`src/rtl/dmem_arbiter.sv`:
```
`default_nettype none
// ---------------------------------------------------------------------------
// dmem_arbiter : shares the data memory between the CPU MEM stage and a DMA port
// rev 1.0
// ---------------------------------------------------------------------------
module dmem_arbiter #(
   parameter int WORD_LENGTH = 8,
   parameter int ADDR_LENGTH = 8,
   parameter int MEM_LATENCY = 2,
   parameter int MAX_CPU_RUN = 2
) (
   input  logic                   clk,
   input  logic                   rst,
   input  logic                   cpu_mem_read,
   input  logic                   cpu_mem_write,
   input  logic [ADDR_LENGTH-1:0] cpu_addr,
   input  logic [WORD_LENGTH-1:0] cpu_wdata,
   output logic [WORD_LENGTH-1:0] cpu_rdata,
   output logic                   cpu_stall,
   input  logic                   dma_req,
   input  logic                   dma_we,
   input  logic [ADDR_LENGTH-1:0] dma_addr,
   input  logic [WORD_LENGTH-1:0] dma_wdata,
   output logic [WORD_LENGTH-1:0] dma_rdata,
   output logic                   dma_ack,
   output logic [ADDR_LENGTH-1:0] mem_addr,
   output logic [WORD_LENGTH-1:0] mem_wdata,
   output logic                   mem_read,
   output logic                   mem_write,
   input  logic [WORD_LENGTH-1:0] mem_rdata,
   output logic [1:0]             owner
);

   typedef enum logic [1:0] {
      S_IDLE   = 2'd0,
      S_ACCESS = 2'd1,
      S_DONE   = 2'd2
   } state_t;

   localparam logic [1:0] c_OWN_NONE = 2'b00;
   localparam logic [1:0] c_OWN_CPU  = 2'b01;
   localparam logic [1:0] c_OWN_DMA  = 2'b10;
   localparam logic [3:0] c_LAT_INIT = 4'(MEM_LATENCY - 1);
   localparam logic [3:0] c_MAX_RUN  = 4'(MAX_CPU_RUN);

   state_t                 r_state;
   state_t                 w_state_next;
   logic [3:0]             r_lat_cnt;
   logic [3:0]             r_cpu_streak;
   logic [ADDR_LENGTH-1:0] r_addr;
   logic [WORD_LENGTH-1:0] r_wdata;
   logic                   r_we;
   logic [1:0]             r_owner;
   logic [WORD_LENGTH-1:0] r_cpu_rdata;
   logic [WORD_LENGTH-1:0] r_dma_rdata;

   logic w_cpu_req;
   logic w_grant_dma;
   logic w_grant_cpu;

   assign w_cpu_req   = cpu_mem_read | cpu_mem_write;
   // DMA wins an idle memory, or a contended one once the CPU has used up its run.
   assign w_grant_dma = dma_req & (~w_cpu_req | (r_cpu_streak == c_MAX_RUN));
   assign w_grant_cpu = w_cpu_req & ~w_grant_dma;

   assign mem_addr  = r_addr;
   assign mem_wdata = r_wdata;
   assign owner     = r_owner;
   assign cpu_rdata = r_cpu_rdata;
   assign dma_rdata = r_dma_rdata;
   assign cpu_stall = w_cpu_req & ~((r_state == S_DONE) & (r_owner == c_OWN_CPU));

   always_ff @(posedge clk or negedge rst) begin
      if (!rst) begin
         r_state <= S_IDLE;
      end else begin
         r_state <= w_state_next;
      end
   end

   always_comb begin
      w_state_next = r_state;
      mem_read     = 1'b0;
      mem_write    = 1'b0;
      dma_ack      = 1'b0;
      case (r_state)
         S_IDLE: begin
            if (w_grant_dma | w_grant_cpu) begin
               w_state_next = S_ACCESS;
            end
         end
         S_ACCESS: begin
            mem_read  = ~r_we;
            mem_write = r_we;
            if (r_lat_cnt == 4'd0) begin
               w_state_next = S_DONE;
            end
         end
         S_DONE: begin
            dma_ack      = (r_owner == c_OWN_DMA);
            w_state_next = S_IDLE;
         end
         default: begin
            w_state_next = S_IDLE;
         end
      endcase
   end

   always_ff @(posedge clk or negedge rst) begin
      if (!rst) begin
         r_lat_cnt    <= 4'd0;
         r_cpu_streak <= 4'd0;
         r_addr       <= '0;
         r_wdata      <= '0;
         r_we         <= 1'b0;
         r_owner      <= c_OWN_NONE;
         r_cpu_rdata  <= '0;
         r_dma_rdata  <= '0;
      end else begin
         case (r_state)
            S_IDLE: begin
               if (w_grant_dma) begin
                  r_addr       <= dma_addr;
                  r_wdata      <= dma_wdata;
                  r_we         <= dma_we;
                  r_owner      <= c_OWN_DMA;
                  r_lat_cnt    <= c_LAT_INIT;
                  r_cpu_streak <= 4'd0;
               end else if (w_grant_cpu) begin
                  r_addr    <= cpu_addr;
                  r_wdata   <= cpu_wdata;
                  r_we      <= cpu_mem_write;
                  r_owner   <= c_OWN_CPU;
                  r_lat_cnt <= c_LAT_INIT;
                  if (!dma_req) begin
                     r_cpu_streak <= 4'd0;
                  end else if (r_cpu_streak != 4'hF) begin
                     r_cpu_streak <= r_cpu_streak + 4'd1;
                  end
               end
            end
            S_ACCESS: begin
               if (r_lat_cnt == 4'd0) begin
                  if (!r_we && (r_owner == c_OWN_CPU)) begin
                     r_cpu_rdata <= mem_rdata;
                  end
                  if (!r_we && (r_owner == c_OWN_DMA)) begin
                     r_dma_rdata <= mem_rdata;
                  end
               end else begin
                  r_lat_cnt <= r_lat_cnt - 4'd1;
               end
            end
            S_DONE: begin
               r_owner <= c_OWN_NONE;
            end
            default: begin
               r_owner <= c_OWN_NONE;
            end
         endcase
      end
   end

endmodule
`default_nettype wire

```
`config.mk`:
```
export PLATFORM = sky130hd
export DESIGN_NAME = dmem_arbiter
export DESIGN_NICKNAME = d
export VERILOG_FILES = /design/src/rtl/dmem_arbiter.sv
export SDC_FILE = /design/constraint.sdc
export NUM_CORES = 1
export LEC_CHECK = 0
export CAP_MARGIN = 20
export CORE_MARGIN = 8
export CORE_UTILIZATION = 43
export CTS_CLUSTER_DIAMETER = 100
export DETAILED_ROUTE_END_ITERATION = 8
export HOLD_SLACK_MARGIN = 0.08
export PLACE_DENSITY_LB_ADDON = 0.15
export RECOVER_POWER = 25
export SLEW_MARGIN = 20
export SYNTH_ARGS = -nofsm -noshare
export SYNTH_HDL_FRONTEND = slang
export SYNTH_SLANG_ARGS = --single-unit
```
`constraint.sdc`:
```
create_clock -name clk -period 2.2 [get_ports clk]
set_input_delay 0.55 -clock clk [delete_from_list [all_inputs] [get_ports clk]]
set_output_delay 0.55 -clock clk [all_outputs]
set_load 0.02 [all_outputs]
```
== Yosys cells after proc, flatten, opt, wreduce, memory -nomap -nowiden ==
Cells that the tools add are included.
W data, S select, Z words.

* $add $sub $neg: 2
* Equality and inequality tests: 11
* Muxes and demuxes: 23
* Bitwise operators: 12
* Reduce and logical (&&, ||, !) cells: 14

{| class="wikitable"
|+ Operators by type and width
! cell !! number
|-
| $mux W8 || 4
|-
| $mux W4 || 7
|-
| $reduce_and A3 Y1 || 4
|-
| $mux W2 || 4
|-
| $pmux W2 S2 || 2
|-
| $pmux W4 S2 || 1
|-
| $ne A2 B2 Y1 const B || 3
|-
| $reduce_and A2 Y1 || 3
|-
| $mux W1 || 5
|-
| $not A1 Y1 || 5
|-
| $add A4 B1 Y4 const B || 1
|-
| $and A1 B1 Y1 || 4
|-
| $eq A2 B1 Y1 const B || 2
|-
| $eq A2 B2 Y1 const B || 2
|-
| $eq A4 B2 Y1 const B || 1
|-
| $logic_not A4 Y1 || 1
|-
| $ne A4 B4 Y1 const B || 1
|-
| $reduce_bool A2 Y1 || 2
|-
| $sub A4 B1 Y4 const B || 1
|-
| $ne A3 B1 Y1 const B || 1
|-
| $ne A3 B3 Y1 const B || 1
|-
| $or A1 B1 Y1 || 3
|-
| $logic_and A1 B1 Y1 || 2
|-
| $logic_not A2 Y1 || 1
|-
| $logic_not A1 Y1 || 1
|}

* Flip-flop bits (word level): 45
* Input port bits: 46
* Output and inout port bits: 38
* Word-level logic and storage cells: 71

== Longest topological paths before layout ==
Gate-level depths: netlist (run 1).

* Word-level depth: 9
* Depth in mapped cells: 7
* Gate-level depth less buffers: 6

== Worst setup path before layout (run 1) ==
Ideal clock, no wire load.

* Path type: register to output
* Start point: reg r_owner[1] (netlist: owner[1])
* End point: out dma_ack
* Data arrival time: 1.285 ns
* Data required time: 1.650 ns
* Slack: 0.365 ns
* Cell stages (with the launch flop): 2
* Buffers on the path: 0
* Cells stage by stage: dfrtp_1 -> nor4bb_1

* Word-level cells in the longest chain between the ends: 2

{| class="wikitable"
|+ Ends and longest elaborated chain
! item !! line !! source
|-
| from (decl) || 53 || <nowiki>logic [1:0] r_owner;</nowiki>
|-
| from (signal assigned) || 116 || <nowiki>r_owner <= c_OWN_NONE;</nowiki>
|-
| from (signal assigned) || 126 || <nowiki>r_owner <= c_OWN_DMA;</nowiki>
|-
| from (signal assigned) || 133 || <nowiki>r_owner <= c_OWN_CPU;</nowiki>
|-
| $eq A2 B2 Y1 || 100 || <nowiki>dma_ack = (r_owner == c_OWN_DMA);</nowiki>
|-
| $mux W1 || 86 || <nowiki>case (r_state)</nowiki>
|-
| to (decl) || 25 || <nowiki>output logic dma_ack,</nowiki>
|}

Every way passes these cells.

== Worst setup path in the final report (run 1) ==
* Start point: in cpu_mem_read
* End point: out cpu_stall

* Word-level cells in the longest chain between the ends: 2

{| class="wikitable"
|+ Ends and longest elaborated chain
! item !! line !! source
|-
| from (decl) || 14 || <nowiki>input logic cpu_mem_read,</nowiki>
|-
| $or A1 B1 Y1 || 61 || <nowiki>assign w_cpu_req = cpu_mem_read | cpu_mem_write;</nowiki>
|-
| $and A1 B1 Y1 || 71 || <nowiki>assign cpu_stall = w_cpu_req & ~((r_state == S_DONE) & (r_owner == c_OWN_CPU));</nowiki>
|-
| to (decl) || 19 || <nowiki>output logic cpu_stall,</nowiki>
|}

Every way passes these cells.

==> results of run 1 <==
[logic make-up after synthesis]
family,Yosys count,synth area share
AND/OR/NAND/NOR,68,0.1677
flip-flops,45,0.5428
AO/OA/AOI/OAI,44,0.1267
multiplexers,20,0.1074
buffers and inverters,13,0.02714
adder cells (fa/ha/maj),4,0.02413
XOR/XNOR,1,0.004223
[power by group through the flow]
stage / combinational, W / clock, W / sequential (W)
finish: 0.00241 / 0.000632 / 0.00149
detailed placement: 0.00245 / 0 / 0.00151
global placement: 0.00241 / 0 / 0.00149
CTS: 0.00244 / 0.000655 / 0.00150
global route: 0.00262 / 0.000693 / 0.00155
floorplan: 0.000978 / 0 / 0.00185
[layout make-up]
class	count	area [um^2]
fill	379	1554
sequential	45	1127
timing repair buffer	93	900.9
multi-input combinational	137	899.6
clock buffer	6	82.58
tap	54	67.56
clock inverter	2	37.54
inverter	6	22.52
[state kept, by name, indices dropped and copies added, names as in the netlist]
name / flops
r_we: 1
owner: 2
r_state: 2
dma_rdata: 8
mem_addr: 8
mem_wdata: 8
cpu_rdata: 8
r_lat_cnt: 4
r_cpu_streak: 4
[worst max-delay path, stage by stage]
cell             delay [ns]
clkdlybuf4s50_1        0.51
nor2_1                 0.07
a31oi_1                0.14
clkbuf_2               0.19
[cell usage after synthesis]
library cell,count
nor3_4,1
xor2_1,1
nor2_1,24
or3b_1,1
nand2_2,1
buf_2,3
a221o_1,3
o31ai_1,1
o22ai_1,1
a211oi_1,1
mux2i_1,2
nand3_1,4
or2_2,1
dfrtp_1,45
nand3b_4,1
and2_1,1
clkbuf_1,3
o211ai_1,2
ha_1,4
buf_4,1
o21ai_1,1
or3b_4,1
a21oi_1,32
mux2_1,7
a21oi_4,1
nor3_1,3
inv_1,6
mux2_2,11
nand4_1,1
or3_1,2
nor4bb_1,1
nand2_1,18
nor2b_1,2
a31oi_1,1
and2_0,3
and3_1,1
nor3b_1,1
nand2b_1,1
o31a_1,1
[worst min path at each step]
stage,startpoint,endpoint,cells after the start
finish,dma_rdata[2]$_DFFE_PN0P_,dma_rdata[2]$_DFFE_PN0P_,1
global route,dma_rdata[2]$_DFFE_PN0P_,dma_rdata[2]$_DFFE_PN0P_,1
CTS,rst,mem_addr[6]$_DFFE_PN0P_,1
detailed placement,dma_rdata[6]$_DFFE_PN0P_,dma_rdata[6]$_DFFE_PN0P_,1
global placement,dma_rdata[6]$_DFFE_PN0P_,dma_rdata[6]$_DFFE_PN0P_,1
floorplan,rst,cpu_rdata[0]$_DFFE_PN0P_,0
[routing by layer]
layer  part of all wire  vias up
met1               0.42      842
met4              0.012        0
li1                   -      864
met5                  0        -
met2               0.48       65
met3              0.081        8
[per-stage QoR]
step | total power [W] | instances | setup TNS, ns | utilization
floorplan | 0.002830 | 195 | 0 | -
global placement | 0.003900 | 335 | -0.3203 | 0.6477
detailed placement | 0.003961 | 335 | -0.3805 | 0.6477
CTS | 0.004594 | 343 | 0 | 0.6731
global route | 0.004859 | 343 | 0 | 0.6688
finish | 0.004535 | 343 | 0 | 0.6688
[timing repair]
item	CTS	global route
gates resized for setup	6	3
setup buffers	0	0
endpoints found under the setup margin	4	1
cloned	0	0
hold buffers	0	0
==> impl_metrics.tcl, run 1 <==
set metrics [dict create \
    status "finished, final reports clean" \
    grt_antenna_before_repair 0 \
    grt_util_met1 0.1825 \
    grt_overflow 0 \
    cts_tree "built" \
    fin_ws_ns 0.1817 \
    critPathRequiredTime_ns 1.65 \
    syn_area_um2 2074 \
    synth.area.top_cells "dfrtp_1 (54%), a21oi_1 (7.7%), mux2_2 (6.0%), nor2_1 (4.3%), mux2_1 (3.8%)" \
    boundaryPins 84 \
    syn_area_per_cell_um2 10.64 \
    dieArea_um2 7303 \
    synth_top_area_share 0.5428 \
    ys_ff_latch 45 \
    synthCells 195 \
    cts_root_buf "clkbuf_8" \
    met3_usage 0.05792 \
    fmax_mhz 495.5 \
    rr_startpoint "r_lat_cnt[0]$_DFFE_PN0P_" \
    switchingPower_w 0.001764 \
    grt_pass1_wl_mm 8.921 \
    worst_clock_skew_ns 0.007671 \
    r2r_end "dma_rdata[5]$_DFFE_PN0P_" \
    p_leak_nw 1.386 \
    viasPerCell 5.187 \
    slew-limit-headroom 0.1695 \
    crit_arrival_ns 1.47 \
    yosys_warnings 0 \
    cp_max_fo 3 \
    area_delta_synth_final_pct 51.27 \
    worst-setup-path-type "input port to primary output" \
    numCtsBuffers 5 \
    hp-class "flip-flop to flip-flop" \
    dieWidth_um 85.46 \
    via_count 1779 \
    rows 25 \
    p_int_w 0.002771 \
    slew_violations 0 \
    drc 0 \
    grt_max_degree 25 \
    final_common_cell "clkdlybuf4s50_1" \
    clk_latency_ns 0.29 \
    grt_pass1_vias 1762 \
    final_area_um2 3138 \
    wirelength_mm 5.435 \
    crit_path_end_kind "primary output" \
    p_comb_frac 0.531 \
    whs_ns 0.4939 \
    dpl_cell_area_um2 3039 \
    h-tree-depth 2 \
    yosysSeqAreaShare 0.5428 \
    synth_cell_type_count 39 \
    grt_util_all_layers 0.1517 \
    fin_crit_ns 2.018 \
    place_ws_ns -0.2636 \
    synth_top_area_cell "dfrtp_1" \
    top_usage_layer "met2" \
    drive_above_1_share 0.1349 \
    ir_worst_vdd_mv 0.6334 \
    met2_usage 0.2504 \
    startpoint "cpu_mem_read" \
    final_nets 338 \
    clock_sink_count 45 \
    gp_congestion 0.8300 \
    io_buffers 83 \
    ant_nets 0 \
    final-setup-viol-count 0 \
    final_cell_mix "clkdlybuf4s50_1 (78), dfrtp_1 (44), a21oi_1 (32)" \
    post-route-period-util 0.9174 \
    dr.first_iter.drc_count 62 \
    synth_fp_nets 245 \
    first_pass_iters 4 \
    die_y_um 85.46 \
    p_seq_frac 0.330 \
    reg2reg_slack_ns 0.31 \
    cts.path.max_buffers 2 \
    coreArea_um2 4692 \
    routedWlPerCell_um 15.85 \
    reg2regPathDepth 6 \
    powerDensity_nw_per_um2 1445 \
    clkTransAtPathRegs_ns 0.08 \
    n_antenna_cell 0 \
    start_util 0.4421 \
    rsz0062_at_grt "false" \
    p_clk_frac 0.139 \
    maxCapViolCount 0 \
    dpl.hpwl_mm 4.260 \
    p_sw_frac 0.3889 \
    finalHoldViolCount 0 \
    worst_pin_slew_ns 1.246 \
    cp-endpoint "cpu_stall" \
    startpoint_type "input port" \
]
Note: power is estimated with default switching activity, not from simulation.
==> run 2: changes to the inputs <==
==> constraint.sdc (replaced) <==
create_clock -name clk -period 2.31 [get_ports clk]
set_input_delay 0.5775 -clock clk [delete_from_list [all_inputs] [get_ports clk]]
set_output_delay 0.5775 -clock clk [all_outputs]
set_load 0.02 [all_outputs]
==> run 2 against run 1 <==
Against the previous run:
- die area unchanged
- critical path type unchanged
- final area up 0.40%
- flip-flop and latch count unchanged
==> impl_metrics.tcl, run 2 (synthesis results as in run 1) <==
set metrics [dict create \
    ant_nets 0 \
    fmax_mhz 445.4 \
    gp_congestion 0.8318 \
    slew_violations 0 \
    crit_chain "clkdlybuf4s50_1 > nor2_1 > a31oi_1 > dlygate4sd2_1" \
    p_comb_frac 0.530 \
    slowest_stage "clkdlybuf4s50_1" \
    wirelength_mm 5.455 \
    maxCapViolCount 0 \
    switchingPower_w 0.001666 \
    cp_max_fo 3 \
    dr.first_iter.drc_count 71 \
    reg2reg_slack_ns 0.44 \
    grt_max_degree 25 \
    grt_antenna_before_repair 0 \
    routedWlPerCell_um 15.90 \
    crit_path_end_kind "primary output" \
    drive_above_1_share 0.1315 \
    stdcell_count 343 \
    fin_ws_ns 0.06470 \
    startpoint_type "input port" \
    cp-endpoint "cpu_stall" \
    rows 25 \
    reg2regPathDepth 6 \
    cts.path.max_buffers 2 \
    cts_tree "built" \
    hp-class "flip-flop to flip-flop" \
    postCtsSetupBuffers 0 \
    n_antenna_cell 0 \
    hold_path_startpoint "dma_rdata[6]$_DFFE_PN0P_" \
    rr_startpoint "r_lat_cnt[0]$_DFFE_PN0P_" \
    grt_pass1_vias 1838 \
    crit_arrival_ns 1.67 \
    powerDensity_nw_per_um2 1371 \
    p_leak_nw 1.421 \
    clk_latency_ns 0.29 \
    worst-setup-path-type "input port to primary output" \
    area_delta_synth_final_pct 51.87 \
    clkTransAtPathRegs_ns 0.08 \
    grt_overflow 0 \
    drc 0 \
    seq_area_um2 1129 \
    start_util 0.4421 \
    dpl.hpwl_mm 4.232 \
    final_common_cell "clkdlybuf4s50_1" \
    clock_sink_count 45 \
    fillers 396 \
    worst_pin_slew_ns 1.248 \
    r2r_end "dma_rdata[0]$_DFFE_PN0P_" \
    viasPerCell 5.204 \
    cts_hold_buf 0 \
    cts_root_buf "clkbuf_8" \
    final_nets 338 \
    startpoint "cpu_mem_read" \
    slew-limit-headroom 0.1682 \
    status "finished, final reports clean" \
    slowest_delay_ns 0.51 \
    die_y_um 85.46 \
    place_ws_ns -0.2380 \
    p_sw_frac 0.3857 \
    dp_cells 335 \
    via_count 1785 \
    critPathRequiredTime_ns 1.73 \
    p_int_w 0.002654 \
    ir_worst_vdd_mv 0.5712 \
    boundaryPins 84 \
    rsz0062_at_grt "false" \
    h-tree-depth 2 \
    numCtsBuffers 5 \
    fin_crit_ns 2.245 \
    multiInputGateArea_um2 899.6 \
    grt_util_all_layers 0.1557 \
    coreArea_um2 4692 \
    finalHoldViolCount 0 \
    dieArea_um2 7303 \
    worst_clock_skew_ns 0.004806 \
    setup_tns_ns 0 \
    final_cell_mix "clkdlybuf4s50_1 (78), dfrtp_1 (43), a21oi_1 (32)" \
    p_seq_frac 0.329 \
    dieWidth_um 85.46 \
    grt_pass1_wl_mm 9.183 \
    p_clk_frac 0.141 \
    final-setup-viol-count 0 \
    fin_util 0.6715 \
    final_area_um2 3151 \
    first_pass_iters 4 \
    post-route-period-util 0.9720 \
    io_buffers 83 \
    dpl_cell_area_um2 3039 \
]
run 2: repair_timing:
item | CTS | global route
pin swaps | 0 | 0
setup endpoints to repair | 3 | 3
gates resized for setup | 3 | 4
run 2: per-layer routing:
| layer | vias to the layer above | wire, um | global-route usage |
|---|---|---|---|
| met5 | - | 0 | 0 |
| met4 | 0 | 68 | 0.04299 |
| met3 | 7 | 388 | 0.05212 |
| met2 | 58 | 2646 | 0.2581 |
| met1 | 854 | 2352 | 0.1870 |
| li1 | 866 | - | - |
run 2: cell type report:
| cell class | instances | area share |
|---|---|---|
| clock buffer | 7 | 0.02740 |
| sequential | 45 | 0.3582 |
| clock inverter | 1 | 0.009531 |
| tap | 54 | 0.02145 |
| multi-input combinational | 137 | 0.2855 |
| inverter | 6 | 0.007149 |
| timing repair buffer | 93 | 0.2907 |
run 2: power groups by stage:
stage	sequential (W)	clock [W]	combinational, W
after floorplan	0.00176	0	0.000931
after global placement	0.00142	0	0.00230
after detailed placement	0.00143	0	0.00233
after CTS	0.00142	0.000630	0.00234
after global routing	0.00147	0.000664	0.00249
final	0.00142	0.000609	0.00229
run 2: per-stage QoR:
| stage | power, W | hold slack [ns] |
|---|---|---|
| floorplan | 0.002695 | 0.2819 |
| global route | 0.004620 | 0.5153 |
| global placement | 0.003715 | 0.4733 |
| finish | 0.004321 | 0.4940 |
| detailed placement | 0.003764 | 0.4823 |
| CTS | 0.004391 | 0.2810 |
run 2: worst min-delay path by stage:
stage | cells after the start | to
2_1_floorplan | 0 | cpu_rdata[0]$_DFFE_PN0P_
3_3_place_gp | 1 | dma_rdata[6]$_DFFE_PN0P_
3_5_place_dp | 1 | dma_rdata[6]$_DFFE_PN0P_
4_1_cts | 1 | cpu_rdata[1]$_DFFE_PN0P_
5_1_grt | 1 | cpu_rdata[0]$_DFFE_PN0P_
6_report | 1 | dma_rdata[6]$_DFFE_PN0P_
run 2: critical path: cells and delay by family:
family	cells	cell delay (ns)
simple gates	1	0.08
buf+inv	2	0.86
compound gates	1	0.15
==> RTL edit 1: new RTL, flow settings as in run 2 <==
Set the parameter `ADDR_LENGTH` to 4 (it was 8).
--- a/src/rtl/dmem_arbiter.sv
+++ b/src/rtl/dmem_arbiter.sv
@@ -5,7 +5,7 @@
 // ---------------------------------------------------------------------------
 module dmem_arbiter #(
    parameter int WORD_LENGTH = 8,
-   parameter int ADDR_LENGTH = 8,
+   parameter int ADDR_LENGTH = 4,
    parameter int MEM_LATENCY = 2,
    parameter int MAX_CPU_RUN = 2
 ) (
Ports: changed (resized cpu_addr, dma_addr and mem_addr); port bits go from 84 to 72. The function was not compared with the original's and may differ.
==> RTL edit 1 against run 2 <==
  * Largest power group unchanged
  * Total power is 2.1% lower
  * Critical path depth is 1 lower
  * Largest cell class unchanged
  * Wire length hardly changed
  * Area after synthesis is 3.6% lower
  * First-iteration DRC count is 31% higher
  * Clock skew is 1.8 ps higher
  * Cell area is 5.4% lower
  * Sequential cell count is 4 lower
  * Non-clock buffer count is 6 lower
  * Worst setup slack worse by 2.3 ps
  * Critical endpoint is now dma_ack
==> RTL edit 1: results (changes against run 2) <==
Drt
  • Routed via count: 1645 (was 1785)
  • Met3 wire length: 377 um (was 388 um)
  • WL final: 5450 um (was 5460 um)
  • Metal2 WL: 2720 um (was 2650 um)
  • Post-DR vias/cell: 5.50 (was 5.20)

Place
  • GP Congestion: 0.819 (was 0.832)

Yosys
  • Seq/Total Area, Yosys: 0.513 (was 0.543)
  • Netlist cell types: 41 (was 39)

Critical path
  • CP startpoint: owner[0]$_DFFE_PN0P_ (was cpu_mem_read)
  • CP max stage delay: 630 ps (was 510 ps)
  • Worst Setup EP: dma_ack (was cpu_stall)
  • Reg2reg path depth: 5 (was 6)
  • Reg-to-reg endpoint: dma_rdata[2]$_DFFE_PN0P_ (was dma_rdata[0]$_DFFE_PN0P_)
  • Crit-path max FO: 5 (was 3)

Power
  • Leak: 1.32 nW (was 1.42 nW)
  • Int Power: 0.00270 W (was 0.00265 W)

STA
  • Clock skew: 6.57 ps (was 4.81 ps)
  • Measured slew at the worst slew-check pin: 1400 ps (was 1250 ps)
  • Hold_ws: 516 ps (was 494 ps)

Hold path
  • Hold path startpoint: cpu_rdata[2]$_DFFE_PN0P_ (was dma_rdata[6]$_DFFE_PN0P_)
  • Hold endpoint: cpu_rdata[2]$_DFFE_PN0P_ (was dma_rdata[6]$_DFFE_PN0P_)

Status
  • Status: complete, no violations (unchanged)

Global route
  • All-layer global routing usage: 0.159 (was 0.156)

Final layout
  • Fillers: 354 (was 396)
  • Nets: 286 (was 338)
RTL edit 1: changes by cell type in the layout (fill, tap and decap cells not counted), sizes merged, moves of 10 or more:
cell	change
clkdlybuf4s50	-10
a21boi	+13
a221o	+10
nand2	-18
a21oi	-26
nor2	-18
RTL edit 1: kinds of logic (layout without fill, tap and decap cells):
kind of cell,Yosys count,count (layout),share of synthesized area
compound gates,51,51,0.200
flops,41,41,0.513
simple gates,30,30,0.0951
mux,18,18,0.131
buf+inv,14,101,0.0350
fa+ha+maj,4,4,0.0250
RTL edit 1: layer usage:
metal / global-route usage / vias to the layer above
li1: - / 766
met1: 0.176 / 804
met2: 0.273 / 66
met3: 0.0610 / 9
met4: 0.0502 / 0
met5: 0 / -
RTL edit 1: layout make-up:
| class | instances | area (um2) | area share |
|---|---|---|---|
| Sequential cell | 41 | 1030 | 0.345 |
| Multi-Input combinational cell | 103 | 908 | 0.305 |
| Timing Repair Buffer | 87 | 818 | 0.275 |
| Clock buffer | 5 | 68.8 | 0.0231 |
| Tap cell | 54 | 67.6 | 0.0227 |
| Clock inverter | 3 | 65.1 | 0.0218 |
| Inverter | 6 | 22.5 | 0.00756 |
RTL edit 1: power by group through the flow:
stage | combinational (W) | sequential, W | clock, W
2_1_floorplan | 0.000954 | 0.00158 | 0
3_3_place_gp | 0.00215 | 0.00130 | 0
3_5_place_dp | 0.00220 | 0.00133 | 0
4_1_cts | 0.00221 | 0.00132 | 0.000697
5_1_grt | 0.00242 | 0.00135 | 0.000729
6_report | 0.00224 | 0.00130 | 0.000684
RTL edit 1: repair_timing:
item / in CTS / in global routing
resized for setup: 2 / 4
hold endpoints to repair: 0 / 0
pin swaps: 0 / 0
buffers inserted: 0 / 3
endpoints found under the setup margin: 3 / 4
==> RTL edit 2: new RTL, flow settings as in run 2 <==
Without the edit above. The 3 states of `state_t` get a one-hot encoding in 3 bits.
--- a/src/rtl/dmem_arbiter.sv
+++ b/src/rtl/dmem_arbiter.sv
@@ -31,10 +31,10 @@
    output logic [1:0]             owner
 );
 
-   typedef enum logic [1:0] {
-      S_IDLE   = 2'd0,
-      S_ACCESS = 2'd1,
-      S_DONE   = 2'd2
+   typedef enum logic [2:0] {
+      S_IDLE   = 3'b001,
+      S_ACCESS = 3'b010,
+      S_DONE   = 3'b100
    } state_t;
 
    localparam logic [1:0] c_OWN_NONE = 2'b00;
Function: no difference found for any inputs over 10 cycles, from zero or initial values and one cycle with rst low; not proved beyond that.
==> RTL edit 2 against run 2 <==
  * Area after synthesis is 4.3% higher
  * Wire length is 2.0% lower
  * Largest power group unchanged
  * Critical path type unchanged
  * Total power is 7.6% lower
  * Sequential cell count is 1 higher
  * Worst setup slack better by 39 ps
  * Largest cell class unchanged
  * Sequential share of layout area is 0.41 points lower
  * Cell area is 3.4% higher
  * Maximum frequency is 1.8% higher
==> RTL edit 2: results (changes against run 2) <==
Place
  • Placed Area: 3150 um2 (was 3040 um2)
  • GP Congestion: 0.788 (was 0.832)
  • Placed Cells: 330 (was 335)
  • Pre-CTS setup slack: -193 ps (was -238 ps)
  • DPL Wire Length: 4060 um (was 4230 um)

Yosys
  • Synth Area in Compound Gates: 0.213 (was 0.127)
  • Netlist cell types: 42 (was 39)
  • Synth Area in Adders: 0.0231 (was 0.0241)
  • Synth area leaders: dfrtp_1 52%, mux2_2 8.3%, a221o_1 7.9% (was dfrtp_1 54%, a21oi_1 7.7%, mux2_2 6.0%)
  • Mapped Nets: 222 (was 245)
  • Seq/Total Area, Yosys: 0.533 (was 0.543)
  • Post-synthesis mux area share: 0.0925 (was 0.107)
  • Synth Area in XOR/XNOR: 0 (was 0.00422)
  • Synth cell count leaders: 45 x dfrtp_1, 17 x a21boi_0, 17 x a221o_1 (was 45 x dfrtp_1, 32 x a21oi_1, 24 x nor2_1)
  • Syn avg cell area: 12.6 um2 (was 10.6 um2)

Critical path
  • CP startpoint: cpu_mem_write (was cpu_mem_read)
  • Crit path DAT: 1630 ps (was 1670 ps)
  • Worst Setup EP: cpu_stall (unchanged)
  • Crit-path max FO: 2 (was 3)
  • Reg-to-reg endpoint: mem_wdata[5]$_DFFE_PN0P_ (was dma_rdata[0]$_DFFE_PN0P_)
  • Reg2reg path depth: 3 (was 6)
  • Worst R2R Start: r_state[0]$_DFFE_PN1P_ (was r_lat_cnt[0]$_DFFE_PN0P_)
  • R2R Setup Slk: 210 ps (was 440 ps)

Power
  • P_clk: 0.000590 W (was 0.000609 W)
  • Leak: 1.38 nW (was 1.42 nW)
  • Power Combinational: 0.00201 W (was 0.00229 W)
  • Switch Pwr: 0.00147 W (was 0.00167 W)
  • Peak supply drop: 0.583 mV (was 0.571 mV)
  • Int Power: 0.00252 W (was 0.00265 W)

Global route
  • Met2 Resource Use GR: 0.235 (was 0.258)
  • Routing usage on met3: 0.0642 (was 0.0521)
  • All-layer global routing usage: 0.149 (was 0.156)
  • First-pass GRT wire length: 8810 um (was 9180 um)
  • Largest net degree at the start of global routing: 47 (was 25)
  • Met1 usage: 0.179 (was 0.187)

Status
  • Status: complete, no violations (unchanged)

Hold path
  • Hold path startpoint: dma_rdata[0]$_DFFE_PN0P_ (was dma_rdata[6]$_DFFE_PN0P_)
  • Hold endpoint: dma_rdata[0]$_DFFE_PN0P_ (was dma_rdata[6]$_DFFE_PN0P_)

Drt
  • Routed len/inst: 15.8 um (was 15.9 um)
  • Met3 wire length: 480 um (was 388 um)
  • Wl on met1: 2250 um (was 2350 um)
  • Metal2 WL: 2550 um (was 2650 um)
  • Initial DRC Count: 105 (was 71)
  • Routed via count: 1759 (was 1785)
  • Post-DR vias/cell: 5.20 (about the same)

CTS
  • Worst-Skew Late Latency: 300 ps

Final layout
  • Nets: 317 (was 338)
  • Fillers: 413 (was 396)

STA
  • Fmax: 0.453 GHz (was 0.445 GHz)
  • Hold_ws: 507 ps (was 494 ps)
  • Clock skew: 7.15 ps (was 4.81 ps)
[RTL edit 2: cell types whose count changed in the layout (fill, tap and decap cells not counted), sizes merged, moves of 3 or more]
cell / change
dlygate4sd2: +3
a221o: +14
and2: -3
nor3b: +3
nand2: -18
dlymetal6s2s: -3
a21oi: -28
clkbuf: -3
a21boi: +17
nor2: -18
buf: +4
[RTL edit 2: area by class of cell]
type / instances / area, um2 / share of cell area
clock buffers: 5 / 68.8 / 0.0211
clock inverters: 3 / 45.0 / 0.0138
inverters: 5 / 18.8 / 0.00576
multi-input cells: 113 / 956 / 0.293
flip-flops and latches: 46 / 1150 / 0.354
well taps: 70 / 87.6 / 0.0269
repair buffers: 96 / 928 / 0.285
[RTL edit 2: repair_timing]
item,in CTS,in global routing
gates resized for setup,6,0
hold endpoints to repair,0,0
endpoints found under the setup margin,4,0
[RTL edit 2: worst max-delay path, cell delays in order]
cell and delay, ps:
clkdlybuf4s50_1 470, nor2_1 80, a31oi_1 130, dlygate4sd2_1 360
